File: config.mk
export PLATFORM = sky130hd
export DESIGN_NAME = rp_sd_arbiter_flat
export DESIGN_NICKNAME = d
export VERILOG_FILES = /design/src/rtl/rp_sd_arbiter_if.sv /design/src/rtl/rp_sd_arbiter.sv /design/src/flat_wrapper.sv
export SDC_FILE = /design/constraint.sdc
export NUM_CORES = 1
export LEC_CHECK = 0
export ABC_AREA = 1
export BUFFER_PORTS_ARGS = -buffer_cell sky130_fd_sc_hd__buf_4
export CAP_MARGIN = 20
export CORE_ASPECT_RATIO = 1.5
export CORE_UTILIZATION = 30
export DETAILED_ROUTE_END_ITERATION = 16
export GPL_ROUTABILITY_DRIVEN = 0
export PLACE_DENSITY = 0.61
export SLEW_MARGIN = 15
export SYNTH_ARGS = -nofsm -noshare
export SYNTH_HDL_FRONTEND = slang
export SYNTH_SLANG_ARGS = --single-unit
File: constraint.sdc
create_clock -name clk -period 2.3 [get_ports clk]
set_input_delay 0.23 -clock clk [delete_from_list [all_inputs] [get_ports clk]]
set_output_delay 0.23 -clock clk [all_outputs]
set_load 0.1 [all_outputs]
File: src/rtl/rp_sd_arbiter_if.sv
// rp_sd_arbiter_if: drive-array and SD-controller signals of the arbiter.
// Modports: master = arbiter side, slave = drives/SD controller side.
interface rp_sd_arbiter_if #(
  parameter int NUM_DRV = 8,
  parameter int OP_W    = 3,
  parameter int LSA_W   = 21
);
  localparam int SW = (NUM_DRV > 1) ? $clog2(NUM_DRV) : 1;

  logic [NUM_DRV-1:0]       drvREQ;
  logic [NUM_DRV*OP_W-1:0]  drvOP;
  logic [NUM_DRV*LSA_W-1:0] drvLSA;
  logic [NUM_DRV-1:0]       drvACK;
  logic [NUM_DRV-1:0]       drvTMO;
  logic                     sdREQ;
  logic [OP_W-1:0]          sdOP;
  logic [LSA_W-1:0]         sdLSA;
  logic                     sdDONE;
  logic [SW-1:0]            sdSCAN;
  logic                     busy;
  logic                     tmoPULSE;

  modport master (
    input  drvREQ, drvOP, drvLSA, sdDONE,
    output drvACK, drvTMO, sdREQ, sdOP, sdLSA,
    output sdSCAN, busy, tmoPULSE
  );

  modport slave (
    output drvREQ, drvOP, drvLSA, sdDONE,
    input  drvACK, drvTMO, sdREQ, sdOP, sdLSA,
    input  sdSCAN, busy, tmoPULSE
  );
endinterface

File: src/rtl/rp_sd_arbiter.sv
// rp_sd_arbiter: round-robin grant of the SD controller to NUM_DRV drives,
// 4-phase req/ack on both sides, per-transfer watchdog with sticky flags.
// Ports: clk, rst (async, active-low), clr (sync INIT), bus (master).
module rp_sd_arbiter #(
  parameter int NUM_DRV = 8,
  parameter int OP_W    = 3,
  parameter int LSA_W   = 21,
  parameter int TO_W    = 20
) (
  input logic             clk,
  input logic             rst,
  input logic             clr,
  rp_sd_arbiter_if.master bus
);
  localparam int SW = (NUM_DRV > 1) ? $clog2(NUM_DRV) : 1;
  localparam logic [SW-1:0] LAST_RST = SW'(NUM_DRV - 1);

  typedef enum logic [1:0] {
    IDLE,
    BUSY,
    HOLD
  } state_t;

  state_t             state_q, state_d;
  logic [SW-1:0]      last_q, last_d;
  logic [SW-1:0]      scan_q, scan_d;
  logic [OP_W-1:0]    op_q, op_d;
  logic [LSA_W-1:0]   lsa_q, lsa_d;
  logic               req_q, req_d;
  logic               busy_q, busy_d;
  logic               tpls_q, tpls_d;
  logic [NUM_DRV-1:0] ack_q, ack_d;
  logic [NUM_DRV-1:0] tmo_q, tmo_d;
  logic [TO_W-1:0]    cnt_q, cnt_d;

  logic [SW-1:0]      win;
  logic               found;
  logic [OP_W-1:0]    op_win;
  logic [LSA_W-1:0]   lsa_win;
  logic [NUM_DRV-1:0] scan_oh;
  logic               scan_req;

  // Rotating priority: indices above last first, then wrap to 0..last.
  always_comb begin
    found = 1'b0;
    win   = '0;
    for (int i = 0; i < NUM_DRV; i++) begin
      if (!found && bus.drvREQ[i] && i > int'(last_q)) begin
        found = 1'b1;
        win   = SW'(i);
      end
    end
    for (int i = 0; i < NUM_DRV; i++) begin
      if (!found && bus.drvREQ[i] && i <= int'(last_q)) begin
        found = 1'b1;
        win   = SW'(i);
      end
    end
  end

  always_comb begin
    op_win  = '0;
    lsa_win = '0;
    scan_oh = '0;
    for (int i = 0; i < NUM_DRV; i++) begin
      if (win == SW'(i)) begin
        op_win  = bus.drvOP[i*OP_W +: OP_W];
        lsa_win = bus.drvLSA[i*LSA_W +: LSA_W];
      end
      scan_oh[i] = (scan_q == SW'(i));
    end
  end

  assign scan_req = |(bus.drvREQ & scan_oh);

  always_comb begin
    state_d = state_q;
    last_d  = last_q;
    scan_d  = scan_q;
    op_d    = op_q;
    lsa_d   = lsa_q;
    req_d   = req_q;
    busy_d  = busy_q;
    tpls_d  = 1'b0;
    ack_d   = '0;
    tmo_d   = tmo_q;
    cnt_d   = cnt_q;

    unique case (state_q)
      IDLE: begin
        if (found) begin
          scan_d  = win;
          op_d    = op_win;
          lsa_d   = lsa_win;
          req_d   = 1'b1;
          busy_d  = 1'b1;
          cnt_d   = '0;
          state_d = BUSY;
        end
      end
      BUSY: begin
        cnt_d = cnt_q + 1'b1;
        // sdDONE beats a coincident terminal count.
        if (bus.sdDONE || cnt_q == '1) begin
          req_d   = 1'b0;
          ack_d   = scan_oh;
          last_d  = scan_q;
          state_d = HOLD;
          if (!bus.sdDONE) begin
            tmo_d  = tmo_q | scan_oh;
            tpls_d = 1'b1;
          end
        end
      end
      HOLD: begin
        if (!scan_req) begin
          busy_d  = 1'b0;
          state_d = IDLE;
        end
      end
      default: state_d = IDLE;
    endcase

    if (clr) begin
      state_d = IDLE;
      last_d  = LAST_RST;
      scan_d  = '0;
      op_d    = '0;
      lsa_d   = '0;
      req_d   = 1'b0;
      busy_d  = 1'b0;
      tpls_d  = 1'b0;
      ack_d   = '0;
      tmo_d   = '0;
      cnt_d   = '0;
    end
  end

  always_ff @(posedge clk or negedge rst) begin
    if (!rst) begin
      state_q <= IDLE;
      last_q  <= LAST_RST;
      scan_q  <= '0;
      op_q    <= '0;
      lsa_q   <= '0;
      req_q   <= 1'b0;
      busy_q  <= 1'b0;
      tpls_q  <= 1'b0;
      ack_q   <= '0;
      tmo_q   <= '0;
      cnt_q   <= '0;
    end else begin
      state_q <= state_d;
      last_q  <= last_d;
      scan_q  <= scan_d;
      op_q    <= op_d;
      lsa_q   <= lsa_d;
      req_q   <= req_d;
      busy_q  <= busy_d;
      tpls_q  <= tpls_d;
      ack_q   <= ack_d;
      tmo_q   <= tmo_d;
      cnt_q   <= cnt_d;
    end
  end

  assign bus.drvACK   = ack_q;
  assign bus.drvTMO   = tmo_q;
  assign bus.sdREQ    = req_q;
  assign bus.sdOP     = op_q;
  assign bus.sdLSA    = lsa_q;
  assign bus.sdSCAN   = scan_q;
  assign bus.busy     = busy_q;
  assign bus.tmoPULSE = tpls_q;
endmodule

File: src/flat_wrapper.sv
// flat-port wrapper written by rule: the top's interface ports become plain ports
module rp_sd_arbiter_flat 
#(
  parameter int NUM_DRV = 8,
  parameter int OP_W    = 3,
  parameter int LSA_W   = 21,
  parameter int TO_W    = 20
)
  (clk, rst, clr, bus_drvREQ, bus_drvOP, bus_drvLSA, bus_sdDONE, bus_drvACK, bus_drvTMO, bus_sdREQ, bus_sdOP, bus_sdLSA, bus_sdSCAN, bus_busy, bus_tmoPULSE);
  rp_sd_arbiter_if #(.NUM_DRV(NUM_DRV), .OP_W(OP_W), .LSA_W(LSA_W)) bus_i ();
  input logic clk;
  input logic rst;
  input logic clr;
  input wire logic [$bits(bus_i.drvREQ)-1:0] bus_drvREQ;
  input wire logic [$bits(bus_i.drvOP)-1:0] bus_drvOP;
  input wire logic [$bits(bus_i.drvLSA)-1:0] bus_drvLSA;
  input wire logic [$bits(bus_i.sdDONE)-1:0] bus_sdDONE;
  output wire logic [$bits(bus_i.drvACK)-1:0] bus_drvACK;
  output wire logic [$bits(bus_i.drvTMO)-1:0] bus_drvTMO;
  output wire logic [$bits(bus_i.sdREQ)-1:0] bus_sdREQ;
  output wire logic [$bits(bus_i.sdOP)-1:0] bus_sdOP;
  output wire logic [$bits(bus_i.sdLSA)-1:0] bus_sdLSA;
  output wire logic [$bits(bus_i.sdSCAN)-1:0] bus_sdSCAN;
  output wire logic [$bits(bus_i.busy)-1:0] bus_busy;
  output wire logic [$bits(bus_i.tmoPULSE)-1:0] bus_tmoPULSE;
  assign bus_i.drvREQ = bus_drvREQ;
  assign bus_i.drvOP = bus_drvOP;
  assign bus_i.drvLSA = bus_drvLSA;
  assign bus_i.sdDONE = bus_sdDONE;
  assign bus_drvACK = bus_i.drvACK;
  assign bus_drvTMO = bus_i.drvTMO;
  assign bus_sdREQ = bus_i.sdREQ;
  assign bus_sdOP = bus_i.sdOP;
  assign bus_sdLSA = bus_i.sdLSA;
  assign bus_sdSCAN = bus_i.sdSCAN;
  assign bus_busy = bus_i.busy;
  assign bus_tmoPULSE = bus_i.tmoPULSE;
  rp_sd_arbiter #(.NUM_DRV(NUM_DRV), .OP_W(OP_W), .LSA_W(LSA_W), .TO_W(TO_W)) u_core (.clk(clk), .rst(rst), .clr(clr), .bus(bus_i));
endmodule
### Word level (Yosys, flattened, before mapping)

Index checks and enable logic that the tools add are counted.

| operators by class | value |
|---|---|
| add/sub/neg operators | 1 |
| $lt $le $gt $ge | 14 |
| equal/unequal tests | 21 |
| muxes and demuxes | 84 |
| bitwise gates (word level) | 2 |
| reduce and logical (&&, ||, !) cells | 60 |

Operators with widths:

| operator | count |
|---|---|
| $mux W21 | 11 |
| $mux W3 | 31 |
| $mux W8 | 7 |
| $mux W20 | 2 |
| $pmux W20 S2 | 1 |
| $logic_and A1 B1 Y1 | 28 |
| $mux W1 | 25 |
| $eq A3 B3 Y1 const B | 8 |
| $add A20 B1 Y20 const B | 1 |
| $eq A20 B20 Y1 const B | 1 |
| $logic_not A1 Y1 | 14 |
| $eq A3 B2 Y1 const B | 4 |
| $gt A3 B3 Y1 const A | 4 |
| $le A3 B3 Y1 const A | 4 |
| $reduce_and A3 Y1 | 4 |
| $and A8 B8 Y8 | 1 |
| $mux W2 | 4 |
| $or A8 B8 Y8 | 1 |
| $reduce_bool A2 Y1 | 4 |
| $reduce_or A8 Y1 | 1 |
| $eq A3 B1 Y1 const B | 2 |
| $gt A2 B3 Y1 const A | 2 |
| $le A2 B3 Y1 const A | 2 |
| $logic_not A3 Y1 | 2 |
| 13 further kinds | 18 |

| storage, ports and cells | value |
|---|---|
| flip-flop bits (word level) | 71 |
| input port bits | 204 |

### Longest topological paths before layout

| logic depth | value |
|---|---|
| depth in word-level cells | 70 |
| depth in mapped cells | 22 |
| mapped depth without buffers | 21 |

### Worst setup path after synthesis

OpenSTA, ideal clock, no wires.

| path | value |
|---|---|
| path type | register to register |
| from | register u_core.last_q[2] |
| to | register u_core.lsa_q[0], in the netlist u_core.bus.sdLSA[0] |
| library setup time | 120 ps |
| arrival time | 2301 ps |
| data required time | 2180 ps |
| slack | -120 ps |
| stages on the path, launching flop included | 18 |
| period minus slack after synthesis | 2420 ps |
| cells stage by stage | dfstp_2 > nand2_1 > nand3_1 > inv_1 > nor2_1 > nand4_1 > nor2_1 > nand4_1 > nor2_2 > nor2_4 > nand2_4 > inv_2 > nor3_2 > buf_4 > buf_6 > a21oi_1 > nand2_1 > nand2_1 |

| on the way | value |
|---|---|
| longest elaborated chain between the ends | 70 |
| elaborated cells between the ends (all ways) | 107 |
| those cells by class | order compare: 14; eq/ne: 7; mux: 41; reduce/logical: 45 |

RTL lines:

| element | line | source |
|---|---|---|
| start: declaration | rp_sd_arbiter.sv:25 | `logic [SW-1:0] last_q, last_d;` |
| start signal: assignment | rp_sd_arbiter.sv:154 | `last_q <= last_d;` |
| $gt A1 B3 Y1 | rp_sd_arbiter.sv:48 | `if (!found && bus.drvREQ[i] && i > int'(last_q)) begin` |
| $logic_and A1 B1 Y1 | rp_sd_arbiter.sv:48 |  |
| $mux W1 | rp_sd_arbiter.sv:48 |  |
| $logic_not A1 Y1 | rp_sd_arbiter.sv:48 |  |
| $logic_and A1 B1 Y1 (2 in series) | rp_sd_arbiter.sv:48 |  |
| $mux W1 | rp_sd_arbiter.sv:48 |  |
| $logic_not A1 Y1 | rp_sd_arbiter.sv:48 |  |
| $logic_and A1 B1 Y1 (2 in series) | rp_sd_arbiter.sv:48 |  |
| [... 44 more ...] | - |  |
| $logic_not A1 Y1 | rp_sd_arbiter.sv:54 | `if (!found && bus.drvREQ[i] && i <= int'(last_q)) begin` |
| $logic_and A1 B1 Y1 (2 in series) | rp_sd_arbiter.sv:54 |  |
| $mux W3 | rp_sd_arbiter.sv:54 |  |
| $logic_not A3 Y1 | rp_sd_arbiter.sv:66 | `if (win == SW'(i)) begin` |
| $mux W21 (8 in series) | rp_sd_arbiter.sv:66 |  |
| $mux W21 | rp_sd_arbiter.sv:91 | `if (found) begin` |
| $mux W21 | rp_sd_arbiter.sv:89 | `unique case (state_q)` |
| $mux W21 | rp_sd_arbiter.sv:124 | `if (clr) begin` |
| end signal: assignment | rp_sd_arbiter.sv:157 | `lsa_q <= lsa_d;` |
| end: declaration | rp_sd_arbiter.sv:28 | `logic [LSA_W-1:0] lsa_q, lsa_d;` |

Several ways; a longest one is shown, not always the timed one. The select of a mux whose other input is x is not followed.
A chain may end at the register's enable or synchronous reset.

### Worst setup path in the final report

| path | value |
|---|---|
| from | register u_core.last_q[1] |
| to | register u_core.op_q[2], in the netlist u_core.bus.sdOP[2] |

| on the way | value |
|---|---|
| longest elaborated chain between the ends | 70 |
| elaborated cells between the ends (all ways) | 107 |
| those cells by class | order compare: 14; eq/ne: 7; mux: 41; reduce/logical: 45 |

RTL lines:

| element | line | source |
|---|---|---|
| $gt A1 B3 Y1 | rp_sd_arbiter.sv:48 |  |
| $logic_and A1 B1 Y1 | rp_sd_arbiter.sv:48 |  |
| $mux W1 | rp_sd_arbiter.sv:48 |  |
| $logic_not A1 Y1 | rp_sd_arbiter.sv:48 |  |
| $logic_and A1 B1 Y1 (2 in series) | rp_sd_arbiter.sv:48 |  |
| $mux W1 | rp_sd_arbiter.sv:48 |  |
| $logic_not A1 Y1 | rp_sd_arbiter.sv:48 |  |
| $logic_and A1 B1 Y1 (2 in series) | rp_sd_arbiter.sv:48 |  |
| [... 44 more ...] | - |  |
| $logic_not A1 Y1 | rp_sd_arbiter.sv:54 |  |
| $logic_and A1 B1 Y1 (2 in series) | rp_sd_arbiter.sv:54 |  |
| $mux W3 | rp_sd_arbiter.sv:54 |  |
| $logic_not A3 Y1 | rp_sd_arbiter.sv:66 |  |
| $mux W3 (8 in series) | rp_sd_arbiter.sv:66 |  |
| $mux W3 | rp_sd_arbiter.sv:91 |  |
| $mux W3 | rp_sd_arbiter.sv:89 |  |
| $mux W3 | rp_sd_arbiter.sv:124 |  |
| end signal: assignment | rp_sd_arbiter.sv:156 | `op_q <= op_d;` |
| end: declaration | rp_sd_arbiter.sv:27 | `logic [OP_W-1:0] op_q, op_d;` |

Several ways; a longest one is shown, not always the timed one. The select of a mux whose other input is x is not followed.

==> impl_results.md <==
* Wire length per cell at approximately 18 um
* IR drop worst, VDD at 678 uV
* WS Path Type: reg -> reg
* Yosys top cell area share at about 32%
* Cell variety after synth at 38
* CTS H-tree depth at 3
* Leading area contributor after synthesis: dfrtp_1
* RSZ-0062 raised after global routing: true
* DRC Markers at 0
* Syn_area_per_cell at about 6.3 sq um
* Top-Level Pins at between 200 and 300
* Synth Register Bits at 71
* Slew Viols, Final at 0
* Final nets at ~1,400
* Seq/Total Area, Yosys at about a third
* Measured slew at the worst slew-check pin at ~580 ps
* Reg-to-Reg Start: u_core.last_q[1]
* MaxCap Viol Count at 0
* Die W at 111 um
* Mapped cell area at 5310 sq um
* CTS tree: yes
* Reg2Reg Depth at 19
* RR Endpoint: u_core.bus.sdOP[2]
* Status: complete, but fails checks
* Post-route ant nets at 0
* Worst-path clk slew at about 70 ps
* HP Class: in -> reg
* Relative slew slack at around three fifths
* Leak at around 4.8 nW
* GRT Util Overall at between 20% and 30%
* Util after Layout at a little over half
* I/O Buffers at around 250
* Die area at 18,300 sq um
* Minimum clock period at between 2000 and 3000 ps
* Initial core utilization at between 30% and 40%
* Final hold violations at 0
* Syn-to-layout area delta at 71.8%
* Antenna diodes at 0
* Startpoint Class: register
* Die Ht at 165 um
* CP max FO at 6
* Count of final setup violators at 50
* Failing checks: negative setup slack
* Root buffer cell: clkbuf_16
* Clock sinks at 71
* Smallest hold slack at 174 ps
* WP data required at about 2600 ps
* Initial antenna violation count at 0
* Cell count after synthesis at between 800 and 900
* Pwr dens at roughly 890 nW/um^2
* Critical path endpoint category: register
* Vias in the first global route at ~6,600
* TNS Setup at -21,430 ps
* Synth top area cells: dfrtp_1 32%, nand2_1 18%, nand3_1 8.6%
* Post-Place Cells at ~1,300
* TritonCTS buffer count at 9
* Final WL at approximately 24,000 um
* Latest clock arrival within the worst-skew pair at about 340 ps
* TritonRoute pass-1 iters at 5
* Crit path capture: u_core.bus.sdOP[2]
* Cell Rows at 59
* Vias/cell at between 5 and 6
* CP startpoint: u_core.last_q[1]
* Fmax at 0.342 GHz
* Final global-route overflow total at 0
* Synth warn at 0
* First-pass GRT wire length at 34,400 um
* Tcrit/Tclk final at 127%
* Worst EP arrival at ~3200 ps
* Layout Cells excl Fill at between 1,000 and 1,500
* R2r setup slk at -620 ps
* Via count at 6,988
* Setup WS post-layout at -622 ps
* Post-Syn Nets at between 1,000 and 1,500
* Final HPWL DP at between 15,000 and 20,000 um
* Share of cells above drive strength 1 at a little over two fifths
* Max Buffers Root-to-Sink at 2
* Maximum number of pins on one net before global-route repair at 34
* Setup Skew at 9.95 ps
* Core area at between 15,000 and 20,000 sq um
* 1st-iter DRT viols at 380
[state kept, by name (all words and copies together) (netlist names)]
name / count
u_core.bus.sdOP: 3
u_core.state_q: 2
u_core.bus.sdSCAN: 3
u_core.bus.busy: 1
u_core.bus.sdREQ: 1
u_core.last_q: 3
u_core.bus.drvTMO: 8
u_core.cnt_q: 20
u_core.bus.tmoPULSE: 1
u_core.bus.drvACK: 8
u_core.bus.sdLSA: 21
[cell usage after synthesis]
master,instances
a211oi_1,2
a21boi_1,1
a21oi_1,86
a22oi_1,3
buf_1,2
buf_2,18
buf_4,8
buf_6,4
clkbuf_1,6
clkbuf_2,1
clkinv_1,1
dfrtp_1,68
dfstp_2,3
ha_1,1
inv_1,106
inv_2,4
inv_4,1
nand2_1,256
nand2_2,2
nand2_4,1
nand3_1,91
nand3_2,2
nand4_1,37
nor2_1,55
nor2_2,5
nor2_4,2
nor3_1,12
nor3_2,2
nor3_4,1
nor4_1,3
o211ai_1,2
o21ai_0,19
o21ai_1,2
o22ai_1,7
o41ai_1,1
or2_0,17
or2_1,6
xor2_1,1
[cell usage in the layout, fill, tap and decap left out, types with 3 or more instances in the layout]
cell type	instances
o21ai_0	12
clkbuf_16	15
nor2_4	11
dfrtp_1	68
a21oi_2	21
a21oi_1	65
nand2_2	20
nor2_2	15
buf_4	300
nand2_4	7
or2_1	6
buf_6	14
nand2_1	232
inv_1	101
nand3_4	3
nor2_1	36
nand3_2	21
nand3_1	69
or2_0	17
buf_12	16
o21ai_1	3
o22ai_1	5
inv_2	6
nor3_4	5
dfstp_2	3
a22oi_1	3
nor3_1	9
nand4_1	37
o21ai_2	6
clkinvlp_4	3
[timing repair]
| item | CTS | global route |
|---|---|---|
| cloned | 2 | 8 |
| resized for setup | 23 | 127 |
| setup endpoints to repair | 48 | 52 |
| setup buffers | 3 | 10 |
| pin swaps | 5 | 50 |
| hold endpoints to repair | 22 | 0 |
| hold buffers | 1 | 0 |
[metrics by stage]
step	setup WS [ps]	power, mW	cell area (sq um)
6_report	-622	8.14	9130
3_5_place_dp	-566	6.23	7940
4_1_cts	-524	7.83	8420
3_3_place_gp	-514	6.22	7940
5_1_grt	-821	8.56	9130
2_1_floorplan	-100	4.51	5350
[worst min path at each step]
stage                               start                   end  depth (start not counted)
after global placement                rst  u_core.bus.drvACK[1]                          1
final                     bus_drvLSA[137]  u_core.bus.sdLSA[11]                          5
after detailed placement              rst  u_core.bus.drvACK[1]                          1
after CTS                      bus_sdDONE   u_core.bus.tmoPULSE                          3
after global routing           bus_sdDONE   u_core.bus.tmoPULSE                          3
after floorplan                       rst       u_core.bus.busy                          0
[critical path: stages, from the launching register on]
cell,delay [ps]
dfstp_2,600
nand2_2,90
nand3_4,90
nand3_1,110
nor2_2,120
nand4_1,90
nor2_1,90
nand4_1,90
nor2_2,160
nand4_1,210
nand2_4,160
inv_2,60
buf_4,150
nor3_4,240
buf_6,200
clkbuf_16,170
a21oi_1,40
nand2_1,70
nand2_1,50
nand2_1,60
[routing by layer]
| layer | up-vias | wire (um) | GRT usage, % |
|---|---|---|---|
| li1 | 3362 | - | - |
| met1 | 3221 | 8720 | 27.4 |
| met2 | 349 | 12700 | 44.8 |
| met3 | 56 | 1880 | 4.62 |
| met4 | 0 | 1120 | 12.5 |
| met5 | - | 0 | 0 |
[area by class of cell]
cell class	instances	area, sq um
clock buffers	9	225
clock inverters	7	72.6
fillers	1704	8220
inverters	112	434
multi-input cells	617	3370
flip-flops and latches	71	1780
well taps	213	267
repair buffers	341	2980
[power breakdown]
group          leakage [nW]  switching (mW)  total, mW  internal, mW
registers             0.959           0.166       1.60          1.44
clock network         0.142           0.590       1.43         0.842
logic                  3.65            3.36       5.10          1.74
total                  4.75            4.12       8.14          4.02
[logic make-up (layout without fill, tap and decap cells)]
group	after synthesis	in the layout	share of synthesized area, %
adders and majority gates	1	1	0.235
DFF	71	71	33.5
and+or+nand+nor	492	492	41.6
xor gates and xnor gates	1	1	0.165
AOI/OAI and AO/OA	123	123	12.2
buffers and inverters	151	469	12.3
Power figures use the tool's default switching activity.
